==> src/rtl/net_packet_s_injector_pkg.sv <==
// net_packet_s_injector_pkg
//   Shared net_packet_s network definitions: the packet and boot-image entry
//   layouts, the network opcode enum, and the injector state encoding.
//   It also holds format_packet(), the field-formatting mux applied when an
//   image entry becomes a packet. The logger and scoreboards reuse it.
package net_packet_s_injector_pkg;

  localparam int unsigned id_width_gp       = 10;
  localparam int unsigned net_addr_width_gp = 16;
  localparam int unsigned net_data_width_gp = 32;
  localparam int unsigned imem_addr_width_gp = 10;
  localparam int unsigned rs_imm_size_gp    = 5;
  localparam int unsigned mask_length_gp    = 8;

  // Network opcodes; codes 5..7 are illegal in a boot image.
  typedef enum logic [2:0] {
    NET_NULL  = 3'd0,
    NET_INSTR = 3'd1,
    NET_REG   = 3'd2,
    NET_PC    = 3'd3,
    NET_BAR   = 3'd4
  } net_op_e;

  typedef struct packed {
    logic [6:0] funct7;
    logic [4:0] rs2;
    logic [4:0] rs1;
    logic [2:0] funct3;
    logic [4:0] rd;
    logic [6:0] opcode;
  } instruction_s;

  typedef struct packed {
    logic [id_width_gp-1:0]       ID;
    net_op_e                      net_op;
    logic [net_addr_width_gp-1:0] net_addr;
    logic [net_data_width_gp-1:0] net_data;
  } net_packet_s;

  // One boot-image ROM word: a packet without its destination ID.
  typedef struct packed {
    net_op_e                      net_op;
    logic [net_addr_width_gp-1:0] net_addr;
    logic [net_data_width_gp-1:0] net_data;
  } net_image_entry_s;

  typedef enum logic [2:0] {
    ST_IDLE   = 3'd0,
    ST_ISSUE  = 3'd1,
    ST_DECODE = 3'd2,
    ST_SEND   = 3'd3,
    ST_DONE   = 3'd4
  } net_inj_state_e;

  localparam logic [net_addr_width_gp-1:0] imem_addr_mask_gp =
    net_addr_width_gp'((64'd1 << imem_addr_width_gp) - 64'd1);
  localparam logic [net_addr_width_gp-1:0] rs_imm_mask_gp =
    net_addr_width_gp'((64'd1 << rs_imm_size_gp) - 64'd1);
  localparam logic [net_data_width_gp-1:0] instr_data_mask_gp =
    net_data_width_gp'((64'd1 << $bits(instruction_s)) - 64'd1);
  localparam logic [net_data_width_gp-1:0] bar_mask_gp =
    net_data_width_gp'((64'd1 << mask_length_gp) - 64'd1);

  // Build the outgoing packet for a legal entry. Each opcode truncates its
  // fields to the widths the receiving core actually decodes. Illegal
  // opcodes yield an all-zero NULL packet.
  function automatic net_packet_s format_packet(input net_image_entry_s entry,
                                                input logic [id_width_gp-1:0] id);
    net_packet_s pkt;
    pkt        = '0;
    pkt.ID     = id;
    pkt.net_op = entry.net_op;
    case (entry.net_op)
      NET_INSTR: begin
        pkt.net_addr = entry.net_addr & imem_addr_mask_gp;
        pkt.net_data = entry.net_data & instr_data_mask_gp;
      end
      NET_REG: begin
        pkt.net_addr = entry.net_addr & rs_imm_mask_gp;
        pkt.net_data = entry.net_data;
      end
      NET_BAR: begin
        pkt.net_addr = '0;
        pkt.net_data = entry.net_data & bar_mask_gp;
      end
      NET_PC: begin
        pkt.net_addr = entry.net_addr & imem_addr_mask_gp;
        pkt.net_data = entry.net_data & bar_mask_gp;
      end
      default: begin
        pkt = '0;
      end
    endcase
    return pkt;
  endfunction

endpackage

==> src/rtl/net_packet_s_injector_if.sv <==
// net_packet_s_injector_if
//   Network link from the injector (master) to a core's network input (slave).
//   net_packet : presented packet; valid whenever net_op != NET_NULL.
//   ready      : slave accepts the presented packet on this rising edge.
interface net_packet_s_injector_if;
  import net_packet_s_injector_pkg::*;

  net_packet_s net_packet;
  logic        ready;

  modport master (output net_packet, input ready);
  modport slave  (input net_packet, output ready);
endinterface

==> src/rtl/net_packet_s_injector.sv <==
// net_packet_s_injector
//   Walks a boot image held in a synchronous ROM. Each entry becomes one
//   net_packet_s sent toward a core. A NULL entry ends the stream.
//   Ports:
//     clk          clock
//     reset        asynchronous active-low reset
//     start_i      begin streaming; honoured only in IDLE or DONE
//     core_id_i    destination ID, latched on start
//     img_addr_o   registered ROM read address
//     img_data_i   ROM word, valid the cycle after img_addr_o
//     net_if       packet/ready link (master side)
//     busy_o       high in ISSUE, DECODE and SEND
//     done_o       high in DONE
//     error_o      illegal opcode or image overrun; sticky until next start
//     pkt_count_o  packets accepted since start, saturating
//   id_width_p must equal id_width_gp, the ID width in net_packet_s.
module net_packet_s_injector
  import net_packet_s_injector_pkg::*;
#(
  parameter int unsigned img_addr_width_p = 10,
  parameter int unsigned id_width_p       = 10
) (
  input  logic                                 clk,
  input  logic                                 reset,
  input  logic                                 start_i,
  input  logic [id_width_p-1:0]                core_id_i,
  output logic [img_addr_width_p-1:0]          img_addr_o,
  input  logic [$bits(net_image_entry_s)-1:0]  img_data_i,
  net_packet_s_injector_if.master              net_if,
  output logic                                 busy_o,
  output logic                                 done_o,
  output logic                                 error_o,
  output logic [15:0]                          pkt_count_o
);

  localparam logic [img_addr_width_p-1:0] addr_last_lp = '1;
  localparam logic [img_addr_width_p-1:0] addr_one_lp  = img_addr_width_p'(1);

  net_inj_state_e                state_r;
  logic [id_width_gp-1:0]        id_r;
  logic [img_addr_width_p-1:0]   img_addr_r;
  net_packet_s                   net_packet_r;
  logic                          busy_r;
  logic                          done_r;
  logic                          error_r;
  logic [15:0]                   pkt_count_r;
  net_image_entry_s              entry_s;

  assign entry_s = net_image_entry_s'(img_data_i);

  // Injector FSM. All outputs are registered here. An entry is "consumed"
  // once it is accepted or skipped. Consuming the last ROM word ends the
  // stream with an error rather than wrapping the address to 0.
  always_ff @(posedge clk or negedge reset) begin
    if (!reset) begin
      state_r      <= ST_IDLE;
      id_r         <= '0;
      img_addr_r   <= '0;
      net_packet_r <= '0;
      busy_r       <= 1'b0;
      done_r       <= 1'b0;
      error_r      <= 1'b0;
      pkt_count_r  <= 16'd0;
    end else begin
      case (state_r)
        ST_IDLE, ST_DONE: begin
          if (start_i) begin
            id_r        <= core_id_i;
            img_addr_r  <= '0;
            pkt_count_r <= 16'd0;
            done_r      <= 1'b0;
            error_r     <= 1'b0;
            busy_r      <= 1'b1;
            state_r     <= ST_ISSUE;
          end else begin
            state_r <= state_r;
          end
        end

        // Address was set on the previous edge; the ROM captures it now.
        ST_ISSUE: begin
          state_r <= ST_DECODE;
        end

        ST_DECODE: begin
          case (entry_s.net_op)
            NET_NULL: begin
              busy_r  <= 1'b0;
              done_r  <= 1'b1;
              state_r <= ST_DONE;
            end
            NET_INSTR, NET_REG, NET_BAR, NET_PC: begin
              net_packet_r <= format_packet(entry_s, id_r);
              state_r      <= ST_SEND;
            end
            default: begin
              error_r <= 1'b1;
              if (img_addr_r == addr_last_lp) begin
                busy_r  <= 1'b0;
                done_r  <= 1'b1;
                state_r <= ST_DONE;
              end else begin
                img_addr_r <= img_addr_r + addr_one_lp;
                state_r    <= ST_ISSUE;
              end
            end
          endcase
        end

        // Packet is held with no timeout until the core takes it.
        ST_SEND: begin
          if (net_if.ready) begin
            net_packet_r <= '0;
            if (pkt_count_r != 16'hFFFF) begin
              pkt_count_r <= pkt_count_r + 16'd1;
            end else begin
              pkt_count_r <= pkt_count_r;
            end
            if (img_addr_r == addr_last_lp) begin
              error_r <= 1'b1;
              busy_r  <= 1'b0;
              done_r  <= 1'b1;
              state_r <= ST_DONE;
            end else begin
              img_addr_r <= img_addr_r + addr_one_lp;
              state_r    <= ST_ISSUE;
            end
          end else begin
            state_r <= ST_SEND;
          end
        end

        default: begin
          net_packet_r <= '0;
          busy_r       <= 1'b0;
          state_r      <= ST_IDLE;
        end
      endcase
    end
  end

  assign img_addr_o        = img_addr_r;
  assign net_if.net_packet = net_packet_r;
  assign busy_o            = busy_r;
  assign done_o            = done_r;
  assign error_o           = error_r;
  assign pkt_count_o       = pkt_count_r;

endmodule

==> src/flat_wrapper.sv <==
// flat-port wrapper written by rule: the top's interface ports become plain ports
module net_packet_s_injector_flat import net_packet_s_injector_pkg::*;
#(
  parameter int unsigned img_addr_width_p = 10,
  parameter int unsigned id_width_p       = 10
)
  (clk, reset, start_i, core_id_i, img_addr_o, img_data_i, busy_o, done_o, error_o, pkt_count_o, net_if_net_packet, net_if_ready);
  net_packet_s_injector_if net_if_i ();
  input  logic clk;
  input  logic reset;
  input  logic start_i;
  input  logic [id_width_p-1:0] core_id_i;
  output logic [img_addr_width_p-1:0] img_addr_o;
  input  logic [$bits(net_image_entry_s)-1:0] img_data_i;
  output logic busy_o;
  output logic done_o;
  output logic error_o;
  output logic [15:0] pkt_count_o;
  output wire logic [$bits(net_if_i.net_packet)-1:0] net_if_net_packet;
  input wire logic [$bits(net_if_i.ready)-1:0] net_if_ready;
  assign net_if_net_packet = net_if_i.net_packet;
  assign net_if_i.ready = net_if_ready;
  net_packet_s_injector #(.img_addr_width_p(img_addr_width_p), .id_width_p(id_width_p)) u_core (.clk(clk), .reset(reset), .start_i(start_i), .core_id_i(core_id_i), .img_addr_o(img_addr_o), .img_data_i(img_data_i), .net_if(net_if_i), .busy_o(busy_o), .done_o(done_o), .error_o(error_o), .pkt_count_o(pkt_count_o));
endmodule
==> config.mk <==
export PLATFORM = sky130hd
export DESIGN_NAME = net_packet_s_injector_flat
export DESIGN_NICKNAME = d
export VERILOG_FILES = /design/src/rtl/net_packet_s_injector_pkg.sv /design/src/rtl/net_packet_s_injector_if.sv /design/src/rtl/net_packet_s_injector.sv /design/src/flat_wrapper.sv
export SDC_FILE = /design/constraint.sdc
export NUM_CORES = 1
export LEC_CHECK = 0
export CAP_MARGIN = 20
export CORE_MARGIN = 1.5
export CORE_UTILIZATION = 41
export CTS_CLUSTER_DIAMETER = 200
export DETAILED_ROUTE_END_ITERATION = 10
export MAX_ROUTING_LAYER = met4
export PLACE_DENSITY = 0.73
export SLEW_MARGIN = 20
export SYNTH_ARGS = -nofsm -noshare
export SYNTH_HDL_FRONTEND = slang
export SYNTH_SLANG_ARGS = --single-unit
export TNS_END_PERCENT = 5
==> constraint.sdc <==
create_clock -name clk -period 1.7 [get_ports clk]
set_input_delay 0.34 -clock clk [delete_from_list [all_inputs] [get_ports clk]]
set_output_delay 0.34 -clock clk [all_outputs]
set_load 0.02 [all_outputs]
[After elaboration in Yosys (flattened, before gate mapping)]
Cells that the tools add are included.
Cells by class
  $add $sub $neg: 2
  equality and inequality tests: 17
  multiplexer cells: 32
  bitwise gates (word level): 2
  reduce and logical (&&, ||, !) cells: 15
Operator list (number)
  $pmux 61 s3: 1
  $pmux 42 s4: 1
  $mux 61: 2
  $mux 16: 3
  $mux 10: 4
  $pmux 16 s2: 1
  $pmux 10 s3: 1
  $add 16x1->16 const B: 1
  $ne 16x16->1 const B: 1
  $reduce_and 4->1: 4
  $eq 3x2->1 const B: 4
  $pmux 3 s4: 1
  $add 10x1->10 const B: 1
  $eq 10x10->1 const B: 1
  $ne 2x2->1 const B: 5
  $mux 1: 9
  $mux 3: 3
  $eq 3x1->1 const B: 2
  $eq 3x3->1 const B: 2
  $logic_not 3->1: 2
  $pmux 1 s3: 2
  $pmux 3 s2: 1
  $reduce_and 5->1: 1
  $reduce_or 5->1: 1
  other kinds (11): 14
Word-level totals
  flip-flop bits (word level): 103
  bits of input ports: 65
  word-level logic and storage cells: 79

[Depth between registers and ports, before layout]
  depth after elaboration: 4
  gate-level depth with buffers: 7

[Least setup slack after synthesis]
OpenSTA, ideal clock, no wires.
  path type: register -> register
  start point: register u_core.img_addr_r[0], in the netlist u_core.img_addr_o[0]
  end point: register u_core.state_r[0]
  arrival: 1823 ps
  slack: -254 ps
  stages on the path, launching flop included: 7
  period minus slack after synthesis: 1954 ps
  path through: dfrtp_1 ha_1 nand3_1 nor3_2 buf_2 a21oi_1 or3_1
On the way
  longest elaborated chain between the ends: 4
Ends and longest elaborated chain
  start, declared: RTL line net_packet_s_injector.sv:41  | logic [img_addr_width_p-1:0] img_addr_r;
  start signal, assigned: RTL line net_packet_s_injector.sv:103  | img_addr_r <= img_addr_r + addr_one_lp;
  start signal, assigned: RTL line net_packet_s_injector.sv:125  | img_addr_r <= img_addr_r + addr_one_lp;
  $eq 10x10->1 *: RTL line net_packet_s_injector.sv:98, net_packet_s_injector.sv:119
  $mux 3 *: RTL line net_packet_s_injector.sv:98, net_packet_s_injector.sv:119
  $pmux 3 s2 or $mux 3 (tied branches): RTL line net_packet_s_injector.sv:86, net_packet_s_injector.sv:112
  $pmux 3 s4 *: RTL line net_packet_s_injector.sv:65  | case (state_r)
  end signal, assigned: RTL line net_packet_s_injector.sv:76  | state_r <= state_r;
  end, declared: RTL line net_packet_s_injector.sv:39  | net_inj_state_e state_r;
Every way passes the cells marked *; elsewhere a longest branch is shown, timed or not.
A chain may end at the register's enable or synchronous reset.

[Final worst setup path]
  start point: register u_core.state_r[0]
  end point: register u_core.pkt_count_r[14], in the netlist u_core.pkt_count_o[14]
On the way
  longest elaborated chain between the ends: 4
Ends and longest elaborated chain
  $eq 3x3->1 or $logic_not 3->1 (tied branches): RTL line net_packet_s_injector.sv:65
  $reduce_or 2->1: RTL line net_packet_s_injector.sv:65
  $ne 2x2->1 (no source line) or $reduce_bool 2->1 (tied branches)
  $reduce_and 4->1 (no source line)
  end signal, assigned: RTL line net_packet_s_injector.sv:115  | pkt_count_r <= pkt_count_r + 16'd1;
  end signal, assigned: RTL line net_packet_s_injector.sv:117  | pkt_count_r <= pkt_count_r;
  end, declared: RTL line net_packet_s_injector.sv:46  | logic [15:0] pkt_count_r;
Parallel ways exist; a longest one is shown, timed or not.

==> flow_metrics.py <==
metrics = {
    "floorplanning": {
        "die_y_um": 107,
        "die_area_um2": 11500,
        "design.portCount": 155,
        "start_util_pct": 42.7,
        "core_um2": 10500,
        "die_x_um": 107,
        "row_count": 37,
    },
    "sta": {
        "slew_violations": 0,
        "finClkSkew_ps": 10.3,
        "setup_tns_ps": -1700,
        "rsz0062_at_grt": "yes",
        "min_period_ps": 1840,
        "hold_viol_final": 5,
        "relSlewSlack_pct": 64.7,
        "worst_slack_ps": -145,
        "finalCritPeriodShare_pct": 109,
        "finalSetupViolCount": 45,
        "timing.hold.ws_ps": -24.9,
        "tightest_slew_ps": 526,
        "max_freq_mhz": 542,
    },
    "critical_path": {
        "rr_worst_depth": 6,
        "startpoint": "u_core.state_r[0]",
        "crit_required_ps": 2010,
        "path_class": "reg -> reg",
        "r2r_slack_ps": -140,
        "crit_fanout": 7,
        "reg2reg_from": "u_core.state_r[0]",
        "crit_arrival_ps": 2150,
        "setup.worst_path.end_class": "flip-flop",
        "worstSetupStartpointType": "flip-flop",
    },
    "route": {
        "wire_per_inst_um": 17.0,
        "totalWireLength_mm": 13.1,
        "drt-initial-drc-count": 339,
        "drc": 0,
        "drtPass1Iterations": 6,
        "num_vias": 4205,
        "vias_per_cell": 5.46,
        "ant_nets": 0,
    },
    "logic_synthesis": {
        "netlist_area_um2": 4470,
        "synth-edff-count": 0,
        "seq_area_frac_synth_pct": 54.3,
        "ys_warn_count": 0,
        "ys_types": 60,
        "async_flop_share_pct": 100,
        "synth-seq-cells": 97,
        "synthCells": 416,
        "syn_area_per_cell_um2": 10.7,
        "synthFlopType": "dfrtp_1",
    },
    "power": {
        "peakVddDrop_uv": 732,
        "p_per_area_nw_per_um2": 1450,
        "p_leak_nw": 3.84,
    },
    "grt": {
        "grt_first_pass_wirelength_mm": 20.8,
        "antenna_found_initial": 0,
        "busiest_layer": "met2",
        "grt.overflow.total": 0,
        "track_usage_pct": 23.5,
        "globalRouteMet3Util_pct": 3.09,
        "grt_max_degree": 98,
        "grt_pass1_vias": 4205,
        "met2_usage_pct": 37.6,
        "grt_util_met1_pct": 31.0,
    },
    "run_status": {
        "violations": "negative hold slack, negative setup slack",
        "run_status": "complete, but fails checks",
    },
    "place": {
        "port_buffers": 142,
        "hpwl_mm": 9.16,
        "post_dp_cell_area_um2": 6690,
        "gp_congestion": 0.852,
        "dp_slack_ps": -457,
    },
    "clock_tree": {
        "root_buffer": "clkbuf_8",
        "clock-sinks": 97,
        "path_clk_slew_ps": 100,
        "numCtsBuffers": 9,
        "clock_latency_ps": 370,
        "cts_tree": "done",
        "h-tree-depth": 3,
        "cts_buffer_depth": 2,
    },
    "layout": {
        "final_net_count": 696,
        "diodes": 0,
        "syn_to_final_growth_pct": 58.9,
        "drive_gt1_share_pct": 24.3,
        "layout_commonest_cell": "dfrtp_1",
        "final_cell_area_um2": 7100,
        "final_cell_mix": "dfrtp_1 (85), buf_4 (76), nand2_1 (59)",
    },
    "hold_path": {
        "min_path_type": "in -> async",
    },
    "job": {
        "maxCapViolations": 0,
    },
}
cell type report:
type,count,area (um^2)
inverters,17,63.8
repair buffers,228,2190
multi-input cells,276,2040
clock buffers,10,138
clock inverters,6,56.3
fillers,802,3360
well taps,136,170
flip-flops and latches,97,2440
routing by layer:
layer	up-vias	routed length, um
li1	1958	-
met3	23	765
met2	158	6500
met5	-	0
met1	2066	5570
met4	0	244
state kept, by name, indices dropped and copies added (netlist names):
name	cells
u_core.id_r	10
u_core.done_o	1
u_core.img_addr_o	10
u_core.error_o	1
u_core.busy_o	1
u_core.pkt_count_o	16
u_core.net_if.net_packet	55
u_core.state_r	3
stage by stage:
step / util [%] / cells / power [W]
after global routing: 67.9 / 770 / 0.0109
after floorplan: - / 421 / 0.00610
after global placement: 64.0 / 747 / 0.00867
after CTS: 66.3 / 769 / 0.0103
after detailed placement: 64.0 / 747 / 0.00879
final: 67.9 / 770 / 0.0103
worst max-delay path, stage by stage (launching register included):
cell,delay (ps)
dfrtp_2,490
nor3b_4,270
buf_6,180
o2111ai_4,160
buf_4,190
or3_1,360
a21oi_2,140
cell usage after synthesis (4+ instances only):
cell / count / share of area [%]
or4_1: 10 / 1.7
nand3_1: 8 / 0.90
o21ai_0: 10 / 1.1
and3_1: 5 / 0.70
or3_1: 4 / 0.56
a22o_1: 44 / 8.6
buf_4: 6 / 1.0
nand4_1: 5 / 0.70
nor4_1: 4 / 0.56
clkbuf_1: 11 / 0.92
o41ai_1: 5 / 0.98
nor2_1: 9 / 0.76
nor3_1: 5 / 0.56
nand2_1: 61 / 5.1
buf_2: 11 / 1.2
dfrtp_1: 97 / 54
inv_1: 17 / 1.4
a21oi_1: 18 / 2.0
o31ai_1: 7 / 1.2
mux2i_1: 14 / 3.1
what timing repair did:
item	4_1_cts	5_1_grt
endpoints found under the setup margin	133	109
cloned	1	0
setup buffers	5	1
pin swaps	11	9
hold buffers	0	0
gates resized for setup	69	47
final timing paths:
| check | end |
|---|---|
| max | u_core.pkt_count_o[14] |
| min | u_core.net_if.net_packet[56] |
| max reg2reg | u_core.pkt_count_o[14] |
| min reg2reg | u_core.id_r[2] |
| max in group asynchronous | u_core.pkt_count_o[4] |
| min in group clk | u_core.id_r[0] |
cells by family after synthesis:
logic type	after synthesis	synth area share [%]
and+or+nand+nor	135	16.3
adders and majority gates	2	0.560
AOI/OAI and AO/OA	115	19.8
muxes	16	3.64
other	1	0.0840
buffers and inverters	48	4.85
DFF	97	54.3
xor gates and xnor gates	2	0.392
where the power goes:
part | leakage (nW) | internal, W | switching [W]
combinational | 2.45 | 0.00251 | 0.00269
sequential | 1.29 | 0.00309 | 0.000460
clock | 0.0977 | 0.000609 | 0.000900
No activity file was read; power rests on OpenSTA's default activity.
